[config.mk]
export PLATFORM = sky130hd
export DESIGN_NAME = usb_reset_seq
export DESIGN_NICKNAME = d
export VERILOG_FILES = /design/src/rtl/usb_reset_seq.sv
export SDC_FILE = /design/constraint.sdc
export NUM_CORES = 1
export LEC_CHECK = 0
export CORE_MARGIN = 2
export CORE_UTILIZATION = 30
export CTS_BUF_LIST = sky130_fd_sc_hd__clkbuf_8 sky130_fd_sc_hd__clkbuf_16
export DETAILED_ROUTE_END_ITERATION = 12
export DONT_BUFFER_PORTS = 1
export PLACE_DENSITY = 0.44
export SYNTH_ARGS = -nofsm -noshare
export SYNTH_HDL_FRONTEND = slang
export SYNTH_SLANG_ARGS = --single-unit
[constraint.sdc]
create_clock -name clk_i -period 2.2 [get_ports clk_i]
set_input_delay 0.66 -clock clk_i [delete_from_list [all_inputs] [get_ports clk_i]]
set_output_delay 0.66 -clock clk_i [all_outputs]
set_load 0.005 [all_outputs]
[src/rtl/usb_reset_seq.sv]
`default_nettype none
// ============================================================================
// Module      : usb_reset_seq
// Description : ULPI PHY reset pulse, DIR-stable wait with timeout/retry, then
//               staggered release of NUM_DOMAINS core resets.
// Revision    : 1.0 - initial parametrised release
// ============================================================================
module usb_reset_seq #(
    parameter int PHY_RST_CYCLES    = 16,
    parameter int DIR_STABLE_CYCLES = 8,
    parameter int TIMEOUT_CYCLES    = 4096,
    parameter int MAX_RETRIES       = 3,
    parameter int NUM_DOMAINS       = 2,
    parameter int STAGGER_CYCLES    = 4
) (
    input  logic                   clk_i,
    input  logic                   rst_i,
    input  logic                   ulpi_dir_i,
    input  logic                   soft_rst_i,
    input  logic                   core_rst_req_i,
    output logic                   phy_rst_no,
    output logic [NUM_DOMAINS-1:0] core_rst_o,
    output logic                   ready_o,
    output logic                   fail_o,
    output logic [3:0]             retry_cnt_o,
    output logic [2:0]             state_o
);

    localparam int c_MAX_A = (PHY_RST_CYCLES > DIR_STABLE_CYCLES) ? PHY_RST_CYCLES : DIR_STABLE_CYCLES;
    localparam int c_MAX_B = (TIMEOUT_CYCLES > STAGGER_CYCLES) ? TIMEOUT_CYCLES : STAGGER_CYCLES;
    localparam int c_MAX   = (c_MAX_A > c_MAX_B) ? c_MAX_A : c_MAX_B;
    localparam int c_CW    = $clog2(c_MAX) + 1;

    localparam logic [2:0] c_PHY_RST   = 3'd0;
    localparam logic [2:0] c_PHY_WAIT  = 3'd1;
    localparam logic [2:0] c_RELEASE   = 3'd2;
    localparam logic [2:0] c_RUN       = 3'd3;
    localparam logic [2:0] c_FAIL      = 3'd4;
    localparam logic [2:0] c_CORE_HOLD = 3'd5;

    localparam logic [c_CW-1:0] c_PHY_LAST  = c_CW'(PHY_RST_CYCLES - 1);
    localparam logic [c_CW-1:0] c_STAB_DONE = c_CW'(DIR_STABLE_CYCLES);
    localparam logic [c_CW-1:0] c_TO_LAST   = c_CW'(TIMEOUT_CYCLES - 1);
    localparam logic [c_CW-1:0] c_STG_LAST  = c_CW'(STAGGER_CYCLES - 1);
    localparam logic [3:0]      c_RETRY_MAX = 4'(MAX_RETRIES);
    localparam logic [3:0]      c_LAST_IDX  = 4'(NUM_DOMAINS - 1);
    localparam logic [NUM_DOMAINS-1:0] c_ALL_ONES = '1;
    // A single domain is fully released on the first RELEASE cycle.
    localparam logic [2:0] c_REL_ENTRY = (NUM_DOMAINS == 1) ? c_RUN : c_RELEASE;

    logic [2:0]             r_state;
    logic [c_CW-1:0]        r_cnt;
    logic [c_CW-1:0]        r_stab;
    logic [3:0]             r_retry;
    logic [3:0]             r_idx;
    logic                   r_phy_rst_n;
    logic [NUM_DOMAINS-1:0] r_core_rst;
    logic                   r_ready;
    logic                   r_fail;

    logic [2:0]             w_state_nxt;
    logic [c_CW-1:0]        w_cnt_nxt;
    logic [c_CW-1:0]        w_stab_nxt;
    logic [c_CW-1:0]        w_stab_inc;
    logic [3:0]             w_retry_nxt;
    logic [3:0]             w_idx_nxt;
    logic                   w_phy_nxt;
    logic [NUM_DOMAINS-1:0] w_core_nxt;
    logic                   w_ready_nxt;
    logic                   w_fail_nxt;

    always_ff @(posedge clk_i) begin
        if (!rst_i) begin
            r_state     <= c_PHY_RST;
            r_cnt       <= '0;
            r_stab      <= '0;
            r_retry     <= '0;
            r_idx       <= '0;
            r_phy_rst_n <= 1'b0;
            r_core_rst  <= c_ALL_ONES;
            r_ready     <= 1'b0;
            r_fail      <= 1'b0;
        end else begin
            r_state     <= w_state_nxt;
            r_cnt       <= w_cnt_nxt;
            r_stab      <= w_stab_nxt;
            r_retry     <= w_retry_nxt;
            r_idx       <= w_idx_nxt;
            r_phy_rst_n <= w_phy_nxt;
            r_core_rst  <= w_core_nxt;
            r_ready     <= w_ready_nxt;
            r_fail      <= w_fail_nxt;
        end
    end

    assign w_stab_inc = ulpi_dir_i ? '0 : (r_stab + c_CW'(1));

    always_comb begin
        w_state_nxt = r_state;
        w_cnt_nxt   = r_cnt;
        w_stab_nxt  = r_stab;
        w_retry_nxt = r_retry;
        w_idx_nxt   = r_idx;
        if (soft_rst_i) begin
            w_state_nxt = c_PHY_RST;
            w_cnt_nxt   = '0;
            w_stab_nxt  = '0;
            w_retry_nxt = '0;
            w_idx_nxt   = '0;
        end else begin
            case (r_state)
                c_PHY_RST: begin
                    if (r_cnt == c_PHY_LAST) begin
                        w_state_nxt = c_PHY_WAIT;
                        w_cnt_nxt   = '0;
                        w_stab_nxt  = '0;
                    end else begin
                        w_cnt_nxt = r_cnt + c_CW'(1);
                    end
                end
                c_PHY_WAIT: begin
                    w_stab_nxt = w_stab_inc;
                    // A stable DIR takes precedence over a coincident timeout.
                    if (w_stab_inc == c_STAB_DONE) begin
                        w_state_nxt = c_REL_ENTRY;
                        w_cnt_nxt   = '0;
                        w_idx_nxt   = 4'd1;
                    end else if (r_cnt == c_TO_LAST) begin
                        w_cnt_nxt = '0;
                        if (r_retry < c_RETRY_MAX) begin
                            w_retry_nxt = r_retry + 4'd1;
                            w_state_nxt = c_PHY_RST;
                        end else begin
                            w_state_nxt = c_FAIL;
                        end
                    end else begin
                        w_cnt_nxt = r_cnt + c_CW'(1);
                    end
                end
                c_RELEASE: begin
                    if (core_rst_req_i) begin
                        w_state_nxt = c_CORE_HOLD;
                        w_cnt_nxt   = '0;
                    end else if (r_cnt == c_STG_LAST) begin
                        w_cnt_nxt = '0;
                        w_idx_nxt = r_idx + 4'd1;
                        if (r_idx == c_LAST_IDX) begin
                            w_state_nxt = c_RUN;
                        end
                    end else begin
                        w_cnt_nxt = r_cnt + c_CW'(1);
                    end
                end
                c_RUN: begin
                    if (core_rst_req_i) begin
                        w_state_nxt = c_CORE_HOLD;
                        w_cnt_nxt   = '0;
                    end
                end
                c_FAIL: begin
                    w_state_nxt = c_FAIL;
                end
                c_CORE_HOLD: begin
                    if (r_cnt == c_PHY_LAST) begin
                        w_state_nxt = c_REL_ENTRY;
                        w_cnt_nxt   = '0;
                        w_idx_nxt   = 4'd1;
                    end else begin
                        w_cnt_nxt = r_cnt + c_CW'(1);
                    end
                end
                default: begin
                    w_state_nxt = c_PHY_RST;
                    w_cnt_nxt   = '0;
                    w_stab_nxt  = '0;
                    w_retry_nxt = '0;
                    w_idx_nxt   = '0;
                end
            endcase
        end
    end

    // Outputs are registered, so they are derived from the next state.
    always_comb begin
        w_phy_nxt   = (w_state_nxt != c_PHY_RST);
        w_ready_nxt = (w_state_nxt == c_RUN);
        w_fail_nxt  = (w_state_nxt == c_FAIL);
        w_core_nxt  = c_ALL_ONES;
        if (w_state_nxt == c_RUN) begin
            w_core_nxt = '0;
        end else if (w_state_nxt == c_RELEASE) begin
            for (int k = 0; k < NUM_DOMAINS; k++) begin
                w_core_nxt[k] = (4'(k) >= w_idx_nxt);
            end
        end
    end

    assign phy_rst_no  = r_phy_rst_n;
    assign core_rst_o  = r_core_rst;
    assign ready_o     = r_ready;
    assign fail_o      = r_fail;
    assign retry_cnt_o = r_retry;
    assign state_o     = r_state;

endmodule
`default_nettype wire

==> out/metrics.yaml, run 1 <==
global_route:
  grt_pass1_wl_um: 11770
  grt_overflow: 0
  first_global_vias: 2407
  grtUsageTotal_pct: 14.99
  antenna_found_initial: 0
  grt_max_degree: 17
setup_path:
  cp_top_family: "compound AO/OA/AOI/OAI gates"
  critPathBufInv: 0
  cp-end-kind: "flop"
  reg2reg_to: "core_rst_o[0]"
  timing.rr.start: "r_stab[0]"
  r2r_cells: 8
  crit_arrival_ps: 2450
  crit_path_max_fanout: 4
  startpoint_type: "flop"
  slowest_stage: "dfxtp_2"
  slowest_delay_ps: 350
  crit_type: "reg2reg"
  cp_cell_sequence: "ha_4 > and4_4 > a211o_1 > a221oi_2 > and4_4 > a221o_1 > o21ai_2 > o41ai_2"
  critPathRequiredTime_ps: 2400
  r2r_slack_ps: -50
  crit_path_frequent_cell: "and4_4"
layout:
  drive_above_1_share_pct: 29.20
  nNetsFinal: 373
  post-route-cell-area_sq_mm: 0.003213
  n_antenna_cell: 0
  mostFrequentLayoutCells: "56 x buf_4, 38 x dfxtp_1, 37 x nor2_1"
  fillCellCount: 837
  layout_commonest_cell: "buf_4"
  syn2layout_area_growth_pct: 23.52
route:
  drc: 0
  drt_wl_total_um: 7094
  routedWlPerCell_um: 15.16
  vias: 2467
  drtAntennaViolNets: 0
  drtPass1Iterations: 4
  drtIter0Drc: 89
  viasPerCell: 5.271
sta:
  tns_ps: -96.48
  finalClockSkew_ps: 14.00
  fmax_mhz: 443.7
  worst_slack_ps: -53.92
  worstMarginPinSlew_ps: 545.4
  fin_crit_ps: 2254
  final_hold_viol_count: 0
  setup_viol: 4
  max-slew-margin-rel_pct: 63.64
  min_period_over_period_pct: 102.5
  grt_setup_unrepaired: "yes"
  drv_slew: 0
  fin_hold_ws_ps: 488.4
placed_design:
  place_area_sq_mm: 0.003019
  io_buffers: 0
  dpl_worst_slack_ps: -133.9
  place.gp.congestion: 0.7994
  dpl.hpwl_um: 5330
power_and_ir_drop:
  power_frac_comb_pct: 3.1
  p_int_mw: 0.9935
  power.density_mw_per_mm2: 399.6
  power_switching_mw: 0.2904
  switching_share_pct: 22.62
  ir_worst_vdd_mv: 0.2182
  seqPwrFrac_pct: 60.0
  leakagePower_nw: 1.241
  clock_power_share_pct: 37.0
floorplanning:
  ioPinCount: 17
  die_area_sq_mm: 0.009431
  start_util_pct: 31.34
  rows: 33
  dieWidth_um: 97.12
  core-area_sq_mm: 0.008299
  die_h_um: 97.12
synth:
  syn_inst: 319
  avgSynthCellArea_sq_um: 8.154
  synth_ff_type: "dfxtp_1"
  synth_warnings: 0
  synth_seq_cells: 42
  synth_nets: 329
  synth_enable_flop_cells: 0
  async_reset_ff_share_pct: 0
  synth-seq-area-share_pct: 32.32
  mappedNetlistArea_sq_mm: 0.002601
  synthDistinctLibCells: 70
job:
  drv_cap: 0
clock_tree:
  ctsHtreeMaxLevel: 2
  clockBufferDepth: 2
  root_buffer: "clkbuf_8"
  cts_hold_buffers: 0
  cts.clk_slew.worst_paths_ps: 80
  clock_sink_count: 42
  cts_buffers: 5
  cts_tree: "done"
  clkLatencyLatePin_ps: 290
outcome:
  run_status: "finished with violations"
  violations: "negative setup slack"
min_path:
  whs_endpoint: "r_idx[2]"
  worst_hold_path_type: "in2reg"
  hold_start: "rst_i"
  whs_path_depth: 1
[stage by stage]
stage | util (%) | instances | total power, mW
after CTS | 37.69 | 466 | 1.313
after global routing | 38.72 | 468 | 1.347
after global placement | 36.38 | 459 | 0.8258
after detailed placement | 36.38 | 459 | 0.8256
final | 38.72 | 468 | 1.284
after floorplan | - | 319 | 0.8108
[layout make-up]
| class | count | area (sq um) | share of cell area, % |
|---|---|---|---|
| clock buffers | 5 | 68.82 | 2.142 |
| clock inverters | 2 | 10.01 | 0.3115 |
| inverters | 8 | 30.03 | 0.9346 |
| multi-input cells | 249 | 1695 | 52.76 |
| flip-flops and latches | 42 | 845.8 | 26.32 |
| well taps | 105 | 131.4 | 4.089 |
| repair buffers | 57 | 431.7 | 13.43 |
[power by group through the flow]
stage	Combinational [mW]	Sequential [mW]	Clock [mW]
final	0.0395	0.770	0.475
after global routing	0.0436	0.771	0.533
after CTS	0.0389	0.769	0.505
after detailed placement	0.0384	0.787	0
after global placement	0.0385	0.787	0
after floorplan	0.0242	0.787	0
[sequential cells by signal, summed over array words and instances (netlist names)]
| register | flops |
|---|---|
| r_cnt | 13 |
| r_stab | 13 |
| r_idx | 4 |
| retry_cnt_o | 4 |
| state_o | 3 |
| core_rst_o | 2 |
| fail_o | 1 |
| phy_rst_no | 1 |
| ready_o | 1 |
[synth_stat cells (all sizes together) (2+ instances only)]
| master | number | area share, % |
|---|---|---|
| dfxtp | 42 | 32 |
| nand2 | 26 | 3.8 |
| and2 | 5 | 1.2 |
| ha | 5 | 2.4 |
| nor3b | 2 | 0.58 |
| and3 | 12 | 2.9 |
| nand3b | 3 | 0.87 |
| nand4 | 11 | 3.5 |
| a21oi | 14 | 2.7 |
| a221oi | 2 | 0.91 |
| a221o | 2 | 0.77 |
| o31ai | 4 | 1.2 |
| nor4b | 4 | 1.6 |
| nand2b | 7 | 1.7 |
| a2bb2oi | 2 | 0.67 |
| mux2i | 3 | 1.2 |
| o21ai | 20 | 4.0 |
| nor4 | 3 | 0.96 |
| nor3 | 9 | 1.7 |
| a31oi | 16 | 3.8 |
| inv | 8 | 1.2 |
| or2 | 3 | 0.72 |
| o211ai | 3 | 1.1 |
| nor2 | 38 | 5.6 |
| a22oi | 3 | 0.87 |
| nor2b | 4 | 0.96 |
| a21boi | 2 | 0.58 |
| clkbuf | 11 | 2.8 |
| xnor2 | 3 | 1.0 |
| a311oi | 2 | 0.91 |
| nand3 | 13 | 3.0 |
| buf | 9 | 2.9 |
| a21o | 3 | 0.91 |
| xor2 | 3 | 1.0 |
| a41oi | 4 | 1.6 |
| and4 | 3 | 1.2 |
| or3 | 2 | 0.48 |
[per-layer routing]
metal | GRT usage, % | up-vias | part of all wire, %
met2 | 25.27 | 31 | 46
met4 | 3.034 | 0 | 0.73
met5 | 0 | - | 0
li1 | - | 1270 | -
met1 | 19.78 | 1161 | 50
met3 | 3.237 | 5 | 3.9
[worst max-delay path by stage]
stage | from | to | slack [ps] | depth (start not counted)
after CTS | r_stab[1] | core_rst_o[0] | -60 | 8
after floorplan | ulpi_dir_i | r_cnt[1] | -20 | 9
final | r_stab[0] | core_rst_o[0] | -50 | 8
after detailed placement | ulpi_dir_i | r_cnt[7] | -130 | 8
after global placement | ulpi_dir_i | r_cnt[1] | -80 | 8
after global routing | r_cnt[0] | r_cnt[7] | -180 | 10
[kinds of logic (layout without fill, tap and decap cells)]
logic type,Yosys count,count (layout),synth area share [%]
AO/OA/AOI/OAI,87,87,23.57
XOR/XNOR,6,6,2.021
adder cells (fa/ha/maj),5,5,2.405
buffers and inverters,28,72,6.878
flip-flops,42,42,32.32
multiplexers,3,3,1.154
AND/OR/NAND/NOR,148,148,31.65
[what timing repair did]
| item | in CTS | in global routing |
|---|---|---|
| endpoints found under the setup margin | 18 | 22 |
| buffers inserted | 0 | 2 |
| pin swaps | 5 | 3 |
| cloned | 0 | 0 |
| resized for setup | 7 | 15 |
(Power assumes the default switching activity.)
==> run 2, diff against run 1 <==
--- a/config.mk
+++ b/config.mk
@@ -5,12 +5,12 @@
 export SDC_FILE = /design/constraint.sdc
 export NUM_CORES = 1
 export LEC_CHECK = 0
-export CORE_MARGIN = 2
+export CORE_MARGIN = 10
 export CORE_UTILIZATION = 30
 export CTS_BUF_LIST = sky130_fd_sc_hd__clkbuf_8 sky130_fd_sc_hd__clkbuf_16
 export DETAILED_ROUTE_END_ITERATION = 12
 export DONT_BUFFER_PORTS = 1
-export PLACE_DENSITY = 0.44
+export PLACE_DENSITY = 0.49
 export SYNTH_ARGS = -nofsm -noshare
 export SYNTH_HDL_FRONTEND = slang
 export SYNTH_SLANG_ARGS = --single-unit
==> out/metrics.yaml, run 2 (same netlist as run 1, synthesis figures left out) <==
placed_design:
  dpl_worst_slack_ps: -187.0  # -53.06 ps
  dpl.hpwl_um: 5496  # +3.1%
  place.gp.congestion: 0.8174  # +2.3%
  dp_cells: 462  # +0.65%
  io_buffers: 0  # unchanged
clock_tree:
  cts_tree: "done"
  clock_sink_count: 42  # unchanged
  ctsHtreeMaxLevel: 2  # unchanged
  cts_hold_buffers: 0  # unchanged
  cts.clk_slew.worst_paths_ps: 100  # +20 ps
  clkLatencyLatePin_ps: 310  # +20 ps
  root_buffer: "clkbuf_8"
  cts_buffers: 5  # unchanged
  clockBufferDepth: 2  # unchanged
setup_path:
  cp-startpoint: "r_stab[0]"
  timing.rr.start: "r_stab[0]"
  cp-end-kind: "flop"
  cp_cell_sequence: "ha_4 > and4_4 > a211o_1 > a221oi_2 > and4_4 > a221o_1 > o21ai_2 > buf_4 > o31ai_1"
  crit_path_frequent_cell: "and4_4"
  crit_type: "reg2reg"
  crit_path_max_fanout: 4  # unchanged
  slowest_delay_ps: 360  # about the same
  startpoint_type: "flop"
  slowest_stage: "dfxtp_4"
  critPathRequiredTime_ps: 2430  # +30 ps
  crit_arrival_ps: 2550  # +100 ps
layout:
  n_antenna_cell: 0  # unchanged
  layout_commonest_cell: "buf_4"
  multiInputGateArea_sq_mm: 0.001697  # about the same
  syn2layout_area_growth_pct: 26.98
  nNetsFinal: 382  # +2.4%
  drive_above_1_share_pct: 31.37  # +2.2 points
  ff_latch_area_sq_um: 852.1  # +0.74%
  fillCellCount: 849  # +1.4%
  final_cells: 478  # +2.1%
  mostFrequentLayoutCells: "63 x buf_4, 37 x nor2_1, 37 x dfxtp_1"
  top_regs: "r_cnt x13, r_stab x13"
floorplanning:
  rows: 33  # unchanged
  die_area_sq_mm: 0.01280  # +36%
  start_util_pct: 31.19  # -0.16 points
  dieWidth_um: 113.1  # +16%
  ioPinCount: 17  # unchanged
  die_h_um: 113.1  # +16%
  core-area_sq_mm: 0.008341  # +0.50%
sta:
  fmax_mhz: 429.3  # -3.2%
  fin_crit_ps: 2329  # +75.36 ps
  drv_slew: 0  # unchanged
  grt_setup_unrepaired: "yes"
  final_hold_viol_count: 0  # unchanged
  tns_ps: -307.6  # -211.1 ps
  max-slew-margin-rel_pct: 62.43  # -1.2 points
  setup_viol: 6  # +2
  min_period_over_period_pct: 105.9  # +3.4 points
  worstMarginPinSlew_ps: 563.6  # +18.18 ps
  finalClockSkew_ps: 13.33  # -0.6715 ps
  worst_slack_ps: -129.3  # -75.36 ps
global_route:
  grt_overflow: 0  # unchanged
  grtUsageTotal_pct: 11.76  # -3.2 points
  antenna_found_initial: 0  # unchanged
  first_global_vias: 2409  # +0.083%
  grt_pass1_wl_um: 12440  # +5.7%
  grt_max_degree: 18  # +1
route:
  vias: 2569  # +4.1%
  drc: 0  # unchanged
  routedWlPerCell_um: 15.74  # +3.9%
  drtPass1Iterations: 4  # unchanged
  drt_wl_total_um: 7526  # +6.1%
  drtIter0Drc: 157  # +76%
  viasPerCell: 5.374  # +2.0%
  drtAntennaViolNets: 0  # unchanged
power_and_ir_drop:
  p_total_mw: 1.341  # +4.4%
  ir_worst_vdd_mv: 0.1827  # -16%
  power.density_mw_per_mm2: 405.8  # +1.6%
  leakagePower_nw: 1.295  # +4.4%
job:
  drv_cap: 0  # unchanged
min_path:
  worst_hold_path_type: "in2reg"
  hold_start: "rst_i"
outcome:
  violations: "negative setup slack"
  run_status: "finished with violations"
run 2: final timing paths:
kind                   end  slack [ps]  cells past startpoint
min               r_idx[2]         470                      1
min reg2reg       r_cnt[8]         490                      2
max reg2reg  core_rst_o[1]        -130                      9
max          core_rst_o[1]        -130                      9
run 2: what timing repair did:
action | in CTS | in global routing
gates resized for setup | 12 | 14
setup endpoints to repair | 17 | 24
gates cloned | 0 | 1
setup buffers | 2 | 5
pin swaps | 10 | 11
hold endpoints to repair | 0 | 0
run 2: area by class of cell:
class                   instances  area share, %
repair buffers                 66          15.15
inverters                       8         0.9091
multi-input cells             249          51.36
flip-flops and latches         42          25.80
clock buffers                   5          2.083
well taps                     105          3.977
clock inverters                 3         0.7197
run 2: routing by layer:
layer  share of wire [%]  track usage (%)  vias to the layer above  routed length, um
li1                    -                -                     1291                  -
met1                  47            14.77                     1212               3539
met2                  46            18.63                       58               3439
met3                 5.6            3.170                        8                422
met4                 1.6            4.653                        0                124
met5                   0                0                        -                  0
run 2: report_power, final:
part           switching, mW  internal, mW  total, mW
Combinational         0.0234        0.0156     0.0390
Sequential           0.00564         0.761      0.767
Clock                  0.307         0.227      0.534
run 2: stage by stage:
| step | hold WS (ps) | cell area [sq um] | util, % |
|---|---|---|---|
| final | 467.2 | 3303 | 39.60 |
| after global routing | 461.3 | 3303 | 39.60 |
| after CTS | 455.1 | 3201 | 38.37 |
| after detailed placement | 490.7 | 3042 | 36.47 |
| after global placement | 472.3 | 3042 | 36.47 |
| after floorplan | 454.7 | 2624 | - |
run 2: worst max-delay path, delay by kind of cell, from the launching register on:
family,cells,cell delay (ps)
and+or+nand+nor,2,480
DFF,1,360
AOI/OAI and AO/OA,5,1100
adders and majority gates,1,150
buffers and inverters,1,130
==> variant 1 (flow settings as in run 2) <==
Make the reset (`rst_i`) asynchronous in one clocked block.
--- a/src/rtl/usb_reset_seq.sv
+++ b/src/rtl/usb_reset_seq.sv
@@ -69,7 +69,7 @@
     logic                   w_ready_nxt;
     logic                   w_fail_nxt;
 
-    always_ff @(posedge clk_i) begin
+    always_ff @(posedge clk_i or negedge rst_i) begin
         if (!rst_i) begin
             r_state     <= c_PHY_RST;
             r_cnt       <= '0;
Check against the original RTL: no difference found for any inputs over 10 cycles, from zero or initial values and one cycle with rst_i low; that may be too few to reach the edited logic, so the function may still have changed.
==> variant 1 against run 2 <==
The run still ends with setup timing left. Final area up 7.5%. Area after synthesis about the same. Largest power group unchanged. Non-clock buffer count up 7. Critical endpoint is now r_cnt[3]$_DFFE_PN0P_. Clock skew down 0.0024 ns. Total power up 4.3%. Combinational power up 90%. Fmax down 7.6%. Via count up 0.31%. Routed wire length up 2.0%. Sequential cell count unchanged. Setup slack worse by 0.19 ns.
==> variant 1: results (changes against run 2) <==
[critical_path]
cp-endpoint=r_cnt[3]$_DFFE_PN0P_  ; was core_rst_o[1]$_SDFF_PN1_
slowest_delay_ns=0.48  ; was 0.36 ns

[synthesis]
yosys.area_share.adder_pct=2.407  ; was 2.405%
synth-main-ff-cell=dfrtp_1  ; was dfxtp_1
async_flop_share_pct=100.0  ; was 0%
synth.area.top_cells=dfrtp_1, o21ai_0, nand2_1, nor2_1, a311oi_1  ; was dfxtp_1, nor2_1, a31oi_1, nand2_1, o21ai_0
synth_compound_area_share_pct=21.28  ; was 23.57%
synth.mux.area_fraction_pct=2.407  ; was 1.154%
synthXorXnorAreaFrac_pct=1.348  ; was 2.020%
synth_common_cells=dfrtp_1, nand2_1, nor2_1, o21ai_0, a21oi_1  ; was dfxtp_1, nor2_1, nand2_1, a31oi_1, o21ai_0
synth_fp_nets=306  ; was 329
avgSynthCellArea_um2=8.780  ; was 8.154 um2

[power_and_ir_drop]
p_comb_w=0.0000740  ; was 0.0000390 W
leakage_nw=1.540  ; was 1.295 nW

[global_routing]
use_met3_pct=2.958  ; was 3.170%
gr-usage-met2_pct=20.20  ; was 18.63%
grt_max_degree=43  ; was 18
groute.usage.overall_pct=11.90  ; was 11.76%

[route]
wl_met2_um=3764  ; was 3439 um
routed_via_density=5.506  ; was 5.374
wl_met3_um=378  ; was 422 um
drt_iter0_markers=83  ; was 157
routedWlPerCell_um=16.40  ; was 15.74 um

[layout]
final_nets=372  ; was 382
fill_cells=848  ; was 849

[timing]
worst_pin_slew_ns=1.125  ; was 0.5636 ns
setup_ws_ns=-0.3217  ; was -0.1293 ns
finalSetupViolCount=26  ; was 6
skew_ns=0.01096  ; was 0.01333 ns

[status]
outcome=finished, violations left  ; unchanged
failed_checks=setup timing  ; unchanged

[placed_design]
placedInstanceArea_mm2=0.003218  ; was 0.003042 mm2

[min_path]
hold_path.class=in2async  ; was in2reg

[variant 1: critical path, delay by kind of cell (launching register included)]
kind / cells / cell delay (ns)
AOI/OAI and AO/OA: 4 / 0.68
buffers and inverters: 1 / 0.17
adders and majority gates: 1 / 0.26
and+or+nand+nor: 3 / 0.84
DFF: 1 / 0.42
[variant 1: worst min-delay path by stage]
stage / startpoint / endpoint / slack [ns] / cells after the start
6_report: rst_i / ready_o$_DFF_PN0_ / 0.03 / 0
5_1_grt: rst_i / ready_o$_DFF_PN0_ / 0.01 / 0
4_1_cts: rst_i / ready_o$_DFF_PN0_ / 0.02 / 0
3_5_place_dp: rst_i / ready_o$_DFF_PN0_ / 0.37 / 0
3_3_place_gp: rst_i / ready_o$_DFF_PN0_ / 0.37 / 0
2_1_floorplan: rst_i / fail_o$_DFF_PN0_ / 0.36 / 0
[variant 1: cell type report]
class                   count  area, um2  share of cell area (%)
well taps                 105      131.4                   3.701
repair buffers             73      580.6                   16.36
multi-input cells         234       1665                   46.92
clock buffers               5      68.82                   1.939
inverters                   6      22.52                  0.6345
clock inverters             3      25.02                  0.7050
flip-flops and latches     42       1056                   29.75
[variant 1: what timing repair did]
action / 4_1_cts / 5_1_grt
hold endpoints to repair: 0 / 0
endpoints found under the setup margin: 27 / 37
gates resized for setup: 20 / 32
pin swaps: 19 / 12
setup buffers: 2 / 4
gates cloned: 3 / 0
[variant 1: through the flow]
stage	util, %	setup WS, ns	TNS (ns)
finish	42.56	-0.3217	-5.504
global route	42.56	-0.4324	-8.492
CTS	41.45	-0.3338	-5.994
detailed placement	38.58	-0.4881	-8.615
global placement	38.58	-0.4349	-7.578
floorplan	-	-0.3957	-6.115
==> variant 2 (settings of run 2) <==
Without the edit above. Change the parameter `DIR_STABLE_CYCLES` from 8 to 4.
--- a/src/rtl/usb_reset_seq.sv
+++ b/src/rtl/usb_reset_seq.sv
@@ -7,7 +7,7 @@
 // ============================================================================
 module usb_reset_seq #(
     parameter int PHY_RST_CYCLES    = 16,
-    parameter int DIR_STABLE_CYCLES = 8,
+    parameter int DIR_STABLE_CYCLES = 4,
     parameter int TIMEOUT_CYCLES    = 4096,
     parameter int MAX_RETRIES       = 3,
     parameter int NUM_DOMAINS       = 2,
Check against the original RTL: same outputs for any inputs over 10 cycles, from zero or initial values and one cycle with rst_i low; that may be too few to reach the edited logic, so the function may still have changed.
==> variant 2 against run 2 <==
Setup slack better by 0.27 ns. Final area grew 1.2%. Largest cell class unchanged. Sequential cell count stayed put. Routed wire length is 6.1% higher. Total power up 2.2%. Clock skew down 0.010 ns. Area after synthesis up 9.6%. Critical path type unchanged. Largest power group unchanged.
==> variant 2: results (changes against run 2) <==
[status]
outcome=completed  ; was finished, violations left

[timing]
worst_pin_slew_ns=0.3722  ; was 0.5636 ns
hold_slack_ns=0.4841  ; was 0.4672 ns
skew_ns=0.003057  ; was 0.01333 ns

[route]
wl_met3_um=360  ; was 422 um
drt_wl_total_um=7987  ; was 7526 um
wl_met2_um=3556  ; was 3439 um
drt_iter0_markers=235  ; was 157
routed_via_density=5.346  ; was 5.374

[placed_design]
dp_slack_ns=0.01084  ; was -0.1870 ns
placedInstanceArea_mm2=0.003159  ; was 0.003042 mm2
numPlacedInstances=503  ; was 462
place_congestion=0.8270  ; was 0.8174
hpwl_um=5952  ; was 5496 um

[layout]
multi_input_area_mm2=0.001877  ; was 0.001697 mm2
final_cells=517  ; was 478
clkCellAreaFrac_pct=2.844  ; was 2.803%
nNonClkBuffers=42  ; was 66
area_growth_syn_to_layout_pct=17.30  ; was 26.98%
fill_cells=976  ; was 849
nMultiInputCombCells=283  ; was 249

[critical_path]
cpLargestDelayFamily=simple AND/OR/NAND/NOR gates  ; was compound AO/OA/AOI/OAI gates
r2r_end=retry_cnt_o[0]$_SDFFE_PP0P_  ; was core_rst_o[1]$_SDFF_PN1_
cp_max_fo=6  ; was 4
critPathSlowestCell=dfxtp_1  ; was dfxtp_4
critPathLaunch=r_cnt[0]$_SDFFE_PP0P_  ; was r_stab[0]$_SDFFE_PP0P_

[synthesis]
synth_fp_nets=366  ; was 329
synth_common_cells=dfxtp_1, nor2_1, nand2_1, o21ai_0, a21oi_1  ; was dfxtp_1, nor2_1, nand2_1, a31oi_1, o21ai_0
synth_cell_type_count=72  ; was 70

[global_routing]
grt_max_degree=17  ; was 18
use_met1_pct=15.73  ; was 14.77%
gr-usage-met2_pct=17.17  ; was 18.63%
use_met3_pct=2.494  ; was 3.170%
groute.usage.overall_pct=11.37  ; was 11.76%
grt_pass1_vias=2556  ; was 2409
grt_pass1_wl_um=13250  ; was 12440 um

[min_path]
timing.hold.worst_path_depth=2  ; was 1

[power_and_ir_drop]
pwr.group.sequential_w=0.000762  ; was 0.000767 W
p_comb_w=0.0000491  ; was 0.0000390 W
power_density_mw_per_mm2=410.0  ; was 405.8 mW/mm2
p_sw_w=0.0003524  ; was 0.0003360 W
leakage_nw=1.190  ; was 1.295 nW

[die]
die_x_um=117.5  ; was 113.1 um

variant 2: changes by cell type after synthesis, moves of 4 or more:
cell	before	now
o22ai_1	1	6
a31oi_1	16	8
nand2_1	26	30
inv_1	8	13
a21oi_1	14	22
nor4_1	2	6
o21ai_0	15	23
nand3_1	12	17
nor3_1	9	16
nand4_1	9	3
buf_6	5	0
variant 2: cell families (layout without fill, tap and decap cells):
group | after synthesis | count (layout) | synth area share (%)
simple gates | 158 | 158 | 32.13
compound gates | 109 | 109 | 26.03
flops | 42 | 42 | 29.50
buf+inv | 31 | 63 | 6.014
xor+xnor | 8 | 8 | 2.458
fa+ha+maj | 5 | 5 | 2.195
mux | 3 | 3 | 1.668
variant 2: repair_timing:
item,4_1_cts,5_1_grt
setup buffers,0,6
pin swaps,0,4
endpoints found under the setup margin,2,17
resized for setup,2,11
